$ cat src/rtl/regfile_wb_arbiter_if.sv
// Writeback bus between the requesters and the register-file write-port arbiter.
// The slave side is the arbiter. The master side is the set of writeback sources plus the register file.
interface regfile_wb_arbiter_if #(
    parameter int NREQ = 3,
    parameter int CW   = 16
);
    logic [NREQ-1:0]      req;
    logic [5*NREQ-1:0]    req_addr;
    logic [32*NREQ-1:0]   req_data;
    logic [NREQ-1:0]      ack;
    logic [4:0]           reg_W_addr;
    logic [31:0]          wdata;
    logic                 reg_we;
    logic [CW-1:0]        contention_cnt;

    modport slave (
        input  req, req_addr, req_data,
        output ack, reg_W_addr, wdata, reg_we, contention_cnt
    );

    modport master (
        output req, req_addr, req_data,
        input  ack, reg_W_addr, wdata, reg_we, contention_cnt
    );
endinterface

$ cat src/rtl/regfile_wb_arbiter.sv
// Round-robin arbiter for the single register-file write port.
// It grants one writeback per cycle, and every output is registered.
// The ack is a one-cycle pulse. A requester that is acked in the current cycle is masked out of arbitration.
module regfile_wb_arbiter #(
    parameter int NREQ = 3,
    parameter int CW   = 16
) (
    input  logic                  clk,
    input  logic                  rst,   // asynchronous, active low
    regfile_wb_arbiter_if.slave   bus
);
    localparam int PW = (NREQ > 1) ? $clog2(NREQ) : 1;
    localparam int IW = PW + 1;

    logic [NREQ-1:0] ack_q, ack_d;
    logic [4:0]      addr_q, addr_d;
    logic [31:0]     wdata_q, wdata_d;
    logic            we_q, we_d;
    logic [CW-1:0]   cnt_q, cnt_d;
    logic [PW-1:0]   ptr_q, ptr_d;

    logic [NREQ-1:0] eligible;
    logic [4:0]      addr_arr [NREQ];
    logic [31:0]     data_arr [NREQ];
    logic            grant_valid;
    logic [PW-1:0]   win;
    logic            multi_eligible;

    // Unpack the flat request buses.
    // A requester whose ack is showing this cycle cannot win again while it retires its item.
    generate
        for (genvar gi = 0; gi < NREQ; gi++) begin : g_unpack
            assign eligible[gi] = bus.req[gi] & ~ack_q[gi];
            assign addr_arr[gi] = bus.req_addr[5*gi +: 5];
            assign data_arr[gi] = bus.req_data[32*gi +: 32];
        end
    endgenerate

    // Two or more bits are set exactly when clearing the lowest set bit leaves something behind.
    assign multi_eligible = |(eligible & (eligible - {{(NREQ-1){1'b0}}, 1'b1}));

    // Find the first eligible index, scanning from ptr and wrapping around.
    // The scan runs from the far end so that the nearest candidate is written last and wins.
    always_comb begin
        logic [IW-1:0] idx;
        grant_valid = 1'b0;
        win         = '0;
        idx         = '0;
        for (int k = NREQ - 1; k >= 0; k--) begin
            idx = {1'b0, ptr_q} + IW'(k);
            if (idx >= IW'(NREQ)) begin
                idx = idx - IW'(NREQ);
            end
            if (eligible[idx[PW-1:0]]) begin
                grant_valid = 1'b1;
                win         = idx[PW-1:0];
            end
        end
    end

    // Next-state values for the registered outputs, the pointer and the saturating counter.
    always_comb begin
        ack_d   = '0;
        addr_d  = addr_q;
        wdata_d = wdata_q;
        we_d    = 1'b0;
        ptr_d   = ptr_q;
        cnt_d   = cnt_q;
        if (grant_valid) begin
            ack_d[win] = 1'b1;
            addr_d     = addr_arr[win];
            wdata_d    = data_arr[win];
            we_d       = (addr_arr[win] != 5'd0);   // writes to register 0 are acked but have no effect
            ptr_d      = (win == PW'(NREQ - 1)) ? '0 : win + PW'(1);
        end
        if (multi_eligible && (cnt_q != '1)) begin
            cnt_d = cnt_q + CW'(1);
        end
    end

    // State registers. The asynchronous reset drops any grant that is in flight.
    always_ff @(posedge clk or negedge rst) begin
        if (!rst) begin
            ack_q   <= '0;
            addr_q  <= '0;
            wdata_q <= '0;
            we_q    <= 1'b0;
            cnt_q   <= '0;
            ptr_q   <= '0;
        end else begin
            ack_q   <= ack_d;
            addr_q  <= addr_d;
            wdata_q <= wdata_d;
            we_q    <= we_d;
            cnt_q   <= cnt_d;
            ptr_q   <= ptr_d;
        end
    end

    assign bus.ack            = ack_q;
    assign bus.reg_W_addr     = addr_q;
    assign bus.wdata          = wdata_q;
    assign bus.reg_we         = we_q;
    assign bus.contention_cnt = cnt_q;
endmodule

$ cat src/flat_wrapper.sv
// flat-port wrapper written by rule: the top's interface ports become plain ports
module regfile_wb_arbiter_flat 
#(
    parameter int NREQ = 3,
    parameter int CW   = 16
)
  (clk, rst, bus_req, bus_req_addr, bus_req_data, bus_ack, bus_reg_W_addr, bus_wdata, bus_reg_we, bus_contention_cnt);
  regfile_wb_arbiter_if #(.NREQ(NREQ), .CW(CW)) bus_i ();
  input  logic clk;
  input  logic rst;
  input wire logic [$bits(bus_i.req)-1:0] bus_req;
  input wire logic [$bits(bus_i.req_addr)-1:0] bus_req_addr;
  input wire logic [$bits(bus_i.req_data)-1:0] bus_req_data;
  output wire logic [$bits(bus_i.ack)-1:0] bus_ack;
  output wire logic [$bits(bus_i.reg_W_addr)-1:0] bus_reg_W_addr;
  output wire logic [$bits(bus_i.wdata)-1:0] bus_wdata;
  output wire logic [$bits(bus_i.reg_we)-1:0] bus_reg_we;
  output wire logic [$bits(bus_i.contention_cnt)-1:0] bus_contention_cnt;
  assign bus_i.req = bus_req;
  assign bus_i.req_addr = bus_req_addr;
  assign bus_i.req_data = bus_req_data;
  assign bus_ack = bus_i.ack;
  assign bus_reg_W_addr = bus_i.reg_W_addr;
  assign bus_wdata = bus_i.wdata;
  assign bus_reg_we = bus_i.reg_we;
  assign bus_contention_cnt = bus_i.contention_cnt;
  regfile_wb_arbiter #(.NREQ(NREQ), .CW(CW)) u_core (.clk(clk), .rst(rst), .bus(bus_i));
endmodule
$ cat config.mk
export PLATFORM = sky130hd
export DESIGN_NAME = regfile_wb_arbiter_flat
export DESIGN_NICKNAME = d
export VERILOG_FILES = /design/src/rtl/regfile_wb_arbiter_if.sv /design/src/rtl/regfile_wb_arbiter.sv /design/src/flat_wrapper.sv
export SDC_FILE = /design/constraint.sdc
export NUM_CORES = 1
export LEC_CHECK = 0
export BUFFER_PORTS_ARGS = -buffer_cell sky130_fd_sc_hd__buf_2
export CORE_ASPECT_RATIO = 0.6
export CORE_UTILIZATION = 44
export DETAILED_ROUTE_END_ITERATION = 8
export PLACE_DENSITY_LB_ADDON = 0.1
export SYNTH_ARGS = -nofsm -noshare
export SYNTH_HDL_FRONTEND = slang
export SYNTH_SLANG_ARGS = --single-unit
$ cat constraint.sdc
create_clock -name clk -period 3.4 [get_ports clk]
set_clock_uncertainty 0.15 [all_clocks]
set_input_delay 0 -clock clk [delete_from_list [all_inputs] [get_ports clk]]
set_output_delay 0 -clock clk [all_outputs]
set_load 0.05 [all_outputs]
==> flow_summary_export.csv, run 1 <==
group,metric,value,unit
pwr,switching_power,2660,uW
pwr,total_power,5560,uW
synth,synthSimpleGateAreaFrac,9.22,%
synth,syn-mean-instance-area,11.4,um^2
layout,drive_gt1_share,40.6,%
layout,area_growth,65.3,%
timing,timing.hold.ws,0.00795,ns
clocking,clock_path_buffers,2,
worst_setup_path,critPathLaunch,"u_core.ptr_q[0]",
placement,gp_congestion,0.776,
clocking,clock-root-buffer,"clkbuf_8",
pwr,p_clk_share,12.1,%
detailed_routing,drtAntennaViolNets,0,
pwr,p_comb_share,65.9,%
synth,ys_seq_area_share,50.8,%
layout,final_util,76.9,%
detailed_routing,drc,0,
timing,layout_min_cycle_time,3.20,ns
global_routing,grt_max_degree,49,
timing,slew_headroom,35.2,%
worst_setup_path,reg2reg_slack,0.20,ns
worst_setup_path,worstReg2RegStart,"u_core.ptr_q[0]",
detailed_routing,drt_first_pass_iters,6,
floorplanning,die_area,0.00694,mm^2
clocking,htree_levels,3,
run_status,outcome,"finished clean",
worst_setup_path,criticalPathCategory,"flop to flop",
floorplanning,initial_core_util,46.5,%
clocking,numCtsBuffers,9,
timing,fin_crit_sh,94.0,%
timing,clock.fmax,313,MHz
floorplanning,design.core.area,0.00625,mm^2
pwr,p_leak,0.00237,uW
worst_setup_path,r2r_cells,10,
timing,rsz0062_at_grt,"no",
clocking,cts_tree,"done",
clocking,clkLatencyLatePin,0.34,ns
detailed_routing,vias,3096,
timing,final_max_slew_viol_count,0,
worst_setup_path,setup.worst_path.end,"u_core.bus.wdata[12]",
global_routing,grt_pass1_wl,14.8,mm
clocking,numClockSinks,59,
synth,synth_compound_area_share,28.1,%
floorplanning,die_h,64.9,um
worst_setup_path,arrival,3.26,ns
pwr,ir_drop,0.678,mV
floorplanning,die_x,107,um
worst_setup_path,critical_path.startpoint_type,"flop",
floorplanning,rows,22,
global_routing,first_global_vias,2964,
synth,synthAdderAreaFrac,2.41,%
pwr,p_int,2900,uW
worst_hold_path,hold_class,"input pin to flop",
layout,nets,622,
floorplanning,io_pins,173,
clocking,clkTransAtPathRegs,0.07,ns
synth,ys_types,43,
detailed_routing,via_per_inst,5.23,
synth,synth_top_family_by_area,"compound AO/OA/AOI/OAI gates",
synth,synthXorXnorAreaFrac,4.52,%
pwr,swShare,47.8,%
timing,worstMarginPinSlew,0.971,ns
global_routing,antenna_found_initial,0,
global_routing,grt-ovfl-total,0,
synth,synth_cells,255,
layout,fill_cells,454,
synth,synthMuxAreaShare,0.775,%
run,maxCapViolations,0,
worst_setup_path,reg2reg_to,"u_core.bus.wdata[12]",
clocking,cts_resized,0,
placement,dpl.hpwl,6.07,mm
pwr,seqPwrFrac,22.0,%
timing,tns,0,ns
synth,ys_ff_latch,59,
placement,place.port_buffers,172,
synth,synth.cell_area,0.00291,mm^2
global_routing,track_usage,28.3,%
worst_setup_path,crit_path_max_fanout,25,
worst_setup_path,cp-end-kind,"flop",
synth,synth_fp_nets,374,
detailed_routing,wl,9.64,mm
detailed_routing,drt-initial-drc-count,222,
pwr,power_density,1160,mW/mm^2
timing,setup_viol,0,
detailed_routing,wl_per_cell,16.3,um
timing,finalHoldViolCount,0,
synth,synth.yosys.warnings,0,
worst_setup_path,cp.required,3.47,ns
layout,diodes,0,
-- routing by layer --
metal / up-vias / wire (um) / part of all wire (%) / GRT usage (%)
li1: 1486 / - / - / -
met2: 132 / 4710 / 49 / 47.2
met1: 1460 / 4210 / 44 / 37.2
met5: - / 0 / 0 / 0
met3: 18 / 574 / 6.0 / 6.74
met4: 0 / 142 / 1.5 / 7.53
-- stage by stage --
stage / instances / worst slack [ns] / cell area [um^2]
CTS: 592 / 0.286 / 4800
global route: 592 / 0.0744 / 4800
global placement: 500 / 0.886 / 3830
finish: 592 / 0.204 / 4800
floorplan: 255 / 0.960 / 2910
detailed placement: 500 / 0.759 / 3830
-- power by group through the flow --
| stage | combinational [uW] | sequential (uW) | clock (uW) |
|---|---|---|---|
| finish | 3660 | 1230 | 671 |
| floorplan | 1370 | 2170 | 0 |
| global placement | 2900 | 1220 | 0 |
| detailed placement | 2980 | 1220 | 0 |
| global route | 3880 | 1260 | 713 |
| CTS | 3580 | 1220 | 678 |
-- cell families after synthesis --
group / Yosys count
buffers and inverters: 24
adder cells (fa/ha/maj): 6
flip-flops: 59
XOR/XNOR: 15
AND/OR/NAND/NOR: 47
multiplexers: 2
AO/OA/AOI/OAI: 102
-- worst min path at each step --
stage                startpoint                            end  cells past startpoint
6_report       bus_req_addr[11]              u_core.bus.reg_we                      4
3_3_place_gp                rst  u_core.bus.contention_cnt[10]                      1
3_5_place_dp                rst  u_core.bus.contention_cnt[10]                      1
4_1_cts        bus_req_addr[11]              u_core.bus.reg_we                      4
5_1_grt        bus_req_addr[11]              u_core.bus.reg_we                      4
2_1_floorplan               rst              u_core.bus.ack[0]                      0
-- sequential cells by signal (all words and copies together), names as in the netlist --
signal	count
u_core.ptr_q	2
u_core.bus.ack	3
u_core.bus.reg_W_addr	5
u_core.bus.wdata	32
u_core.bus.reg_we	1
u_core.bus.contention_cnt	16
-- synthesized netlist by cell type (all sizes together) --
| master | number | share of area [%] |
|---|---|---|
| buf | 11 | 2.5 |
| and2 | 1 | 0.22 |
| a31o | 1 | 0.30 |
| xnor2 | 12 | 3.6 |
| a22oi | 4 | 1.0 |
| nand4 | 5 | 1.1 |
| a22o | 34 | 10 |
| nand2b | 3 | 0.90 |
| maj3 | 3 | 1.1 |
| and4b | 1 | 0.34 |
| nand2 | 19 | 2.5 |
| o311ai | 1 | 0.30 |
| mux2 | 2 | 0.78 |
| o211a | 1 | 0.34 |
| nand3 | 4 | 0.69 |
| nor2 | 7 | 0.90 |
| a41oi | 2 | 0.86 |
| clkbuf | 8 | 1.0 |
| nor2b | 2 | 0.95 |
| xor2 | 3 | 0.90 |
| ha | 3 | 1.3 |
| and4 | 3 | 0.90 |
| a21boi | 1 | 0.26 |
| and3 | 1 | 0.22 |
| a211oi | 2 | 0.52 |
| nor3 | 1 | 0.56 |
| dfrtp | 59 | 51 |
| o21a | 1 | 0.26 |
| a21o | 2 | 0.52 |
| o211ai | 1 | 0.26 |
| inv | 5 | 0.65 |
| o32ai | 1 | 0.30 |
| a21oi | 12 | 2.1 |
| a221o | 23 | 7.9 |
| o21ai | 15 | 2.6 |
| o2111ai | 1 | 0.30 |
-- cell type report --
type                    count  area [um^2]  share of cell area, %
flip-flops and latches     59         1480                   30.7
well taps                  84          105                   2.19
inverters                   5         18.8                  0.391
repair buffers            256         1680                   35.0
multi-input cells         172         1310                   27.2
clock inverters             5         61.3                   1.28
clock buffers              11          151                   3.15
-- what timing repair did --
item	CTS	global route
hold endpoints to repair	80	0
hold buffers	76	0
buffers inserted	0	0
-- critical path, stage by stage (launching register included) --
cell and delay, ns:
dfrtp_1 0.37, inv_1 0.05, ha_1 0.37, and2_0 0.16
o21ai_0 0.20, o211a_2 0.23, buf_4 0.29, nor3_4 0.08
buf_4 0.23, a221o_1 0.34, dlygate4sd3_1 0.59
-- layout by cell type (no fill, tap or decap), types with 2 or more instances in the layout --
cell type        n
nor2_1           7
xnor2_1         12
nand2b_1         2
nor2b_4          2
xor2_1           3
dlygate4sd3_1   76
buf_4            8
and4_1           3
nand2_1         19
nand4_1          5
o21ai_1         14
a221o_1         22
nand3_1          4
a211oi_1         2
a22o_1          34
maj3_2           2
clkinvlp_4       3
ha_1             3
a21oi_1         12
inv_1            5
a21o_1           2
a22oi_1          4
clkbuf_8        11
dfrtp_1         59
buf_2          172
Note: power is estimated with default switching activity, not from simulation.
==> run 2, diff against run 1 <==
==> constraint.sdc (replaced) <==
create_clock -name clk -period 3.4 [get_ports clk]
set_clock_uncertainty 0.15 [all_clocks]
set_input_delay 0.68 -clock clk [delete_from_list [all_inputs] [get_ports clk]]
set_output_delay 0.68 -clock clk [all_outputs]
set_load 0.05 [all_outputs]
==> flow_summary_export.csv, run 2 (synthesis results as in run 1) <==
group,metric,value,unit
timing,slew_headroom,38.0,%
detailed_routing,wl_per_cell,15.7,um
detailed_routing,drc,0,
clocking,postCtsHoldBufs,0,
detailed_routing,drtAntennaViolNets,0,
run_status,outcome,"finished clean",
clocking,clkLatencyLatePin,0.34,ns
detailed_routing,drt_first_pass_iters,4,
clocking,clkTransAtPathRegs,0.07,ns
pwr,ir_drop,0.578,mV
clocking,numCtsBuffers,9,
detailed_routing,via_per_inst,5.36,
floorplanning,design.core.area,0.00625,mm^2
detailed_routing,wl,8.08,mm
pwr,total_power,4930,uW
timing,setup_viol,0,
floorplanning,rows,22,
layout,diodes,0,
pwr,p_leak,0.00207,uW
pwr,p_comb_share,59.6,%
worst_setup_path,crit_path_max_fanout,15,
global_routing,antenna_found_initial,0,
worst_setup_path,worstReg2RegStart,"u_core.ptr_q[0]",
placement,dpl.hpwl,5.87,mm
layout,area_growth,39.6,%
floorplanning,die_area,0.00694,mm^2
placement,gp_congestion,0.792,
detailed_routing,drt-initial-drc-count,137,
timing,tns,0,ns
global_routing,first_global_vias,2510,
worst_setup_path,critical_path.startpoint_type,"flop",
layout,nets,544,
clocking,htree_levels,3,
pwr,switching_power,2470,uW
global_routing,grt_max_degree,55,
pwr,power_density,1220,mW/mm^2
floorplanning,die_h,64.9,um
detailed_routing,vias,2754,
timing,worst_slack,0.539,ns
floorplanning,io_pins,173,
worst_setup_path,criticalPathCategory,"flop to flop",
clocking,cts_setup_buffers,0,
timing,rsz0062_at_grt,"no",
clocking,clock-root-buffer,"clkbuf_8",
layout,drive_gt1_share,47.2,%
timing,worstMarginPinSlew,0.927,ns
layout,final_cell_mix,"buf_2 (172), dfrtp_1 (59), a22o_1 (34)",
timing,clock.fmax,350,MHz
worst_setup_path,arrival,2.96,ns
layout,final_common_cell,"buf_2",
placement,dp_slack,0.523,ns
timing,fin_crit_sh,84.2,%
timing,layout_min_cycle_time,2.86,ns
worst_setup_path,critPathLaunch,"u_core.ptr_q[0]",
layout,largest_reg_flops,32,
clocking,clock_path_buffers,2,
run,maxCapViolations,0,
clocking,numClockSinks,59,
pwr,swShare,50.0,%
floorplanning,die_x,107,um
global_routing,grt_pass1_wl,12.7,mm
floorplanning,initial_core_util,46.5,%
worst_hold_path,hold_class,"input pin to async pin",
timing,final_max_slew_viol_count,0,
global_routing,grt-ovfl-total,0,
global_routing,track_usage,24.6,%
pwr,p_clk_share,15.8,%
clocking,cts_tree,"done",
worst_setup_path,cp.required,3.50,ns
placement,place.port_buffers,172,
timing,finalHoldViolCount,0,
pwr,seqPwrFrac,24.7,%
worst_setup_path,cp-end-kind,"flop",
pwr,p_int,2460,uW
clocking,cts_resized,0,
-- run 2: stage by stage --
stage / hold WS [ns] / cell area (um^2) / util [%] / cells
3_3_place_gp: 0.314 / 3810 / 61.1 / 498
6_report: 0.278 / 4060 / 64.9 / 514
2_1_floorplan: 0.234 / 2910 / - / 255
5_1_grt: 0.315 / 4060 / 64.9 / 514
3_5_place_dp: 0.323 / 3810 / 61.1 / 498
4_1_cts: 0.289 / 4060 / 64.9 / 514
-- run 2: worst paths after layout --
path,end,slack (ns),depth (start not counted)
worst max register to register,u_core.bus.reg_we,0.54,7
worst min register to register,u_core.bus.wdata[9],0.33,2
worst max-delay path,u_core.bus.reg_we,0.54,7
max in group asynchronous,u_core.bus.contention_cnt[4],2.13,2
min in group clk,u_core.bus.wdata[9],0.33,2
worst min-delay path,u_core.bus.contention_cnt[13],0.28,1
-- run 2: power groups by stage --
stage / logic [uW] / clock network [uW] / registers [uW]
2_1_floorplan: 1370 / 0 / 2170
3_3_place_gp: 2910 / 0 / 1210
3_5_place_dp: 2950 / 0 / 1220
4_1_cts: 2960 / 791 / 1220
5_1_grt: 3170 / 827 / 1260
6_report: 2940 / 778 / 1220
-- run 2: layout make-up --
cell class	count	area, um^2
repair buffers	178	906
flip-flops and latches	59	1480
fillers	536	2190
inverters	5	18.8
multi-input cells	172	1310
clock inverters	5	100
clock buffers	11	141
well taps	84	105
-- run 2: layer usage --
| metal | up-vias | wire (um) | GRT usage, % |
|---|---|---|---|
| li1 | 1320 | - | - |
| met1 | 1315 | 3660 | 34.5 |
| met3 | 8 | 608 | 7.44 |
| met5 | - | 0 | 0 |
| met2 | 111 | 3720 | 36.1 |
| met4 | 0 | 96 | 7.88 |
-- run 2: critical path: stages (launching register included) --
cell,delay [ns]
dfrtp_1,0.37
inv_1,0.05
ha_1,0.37
maj3_2,0.35
o211a_2,0.26
nor2_1,0.72
a21oi_1,0.23
a41oi_1,0.27
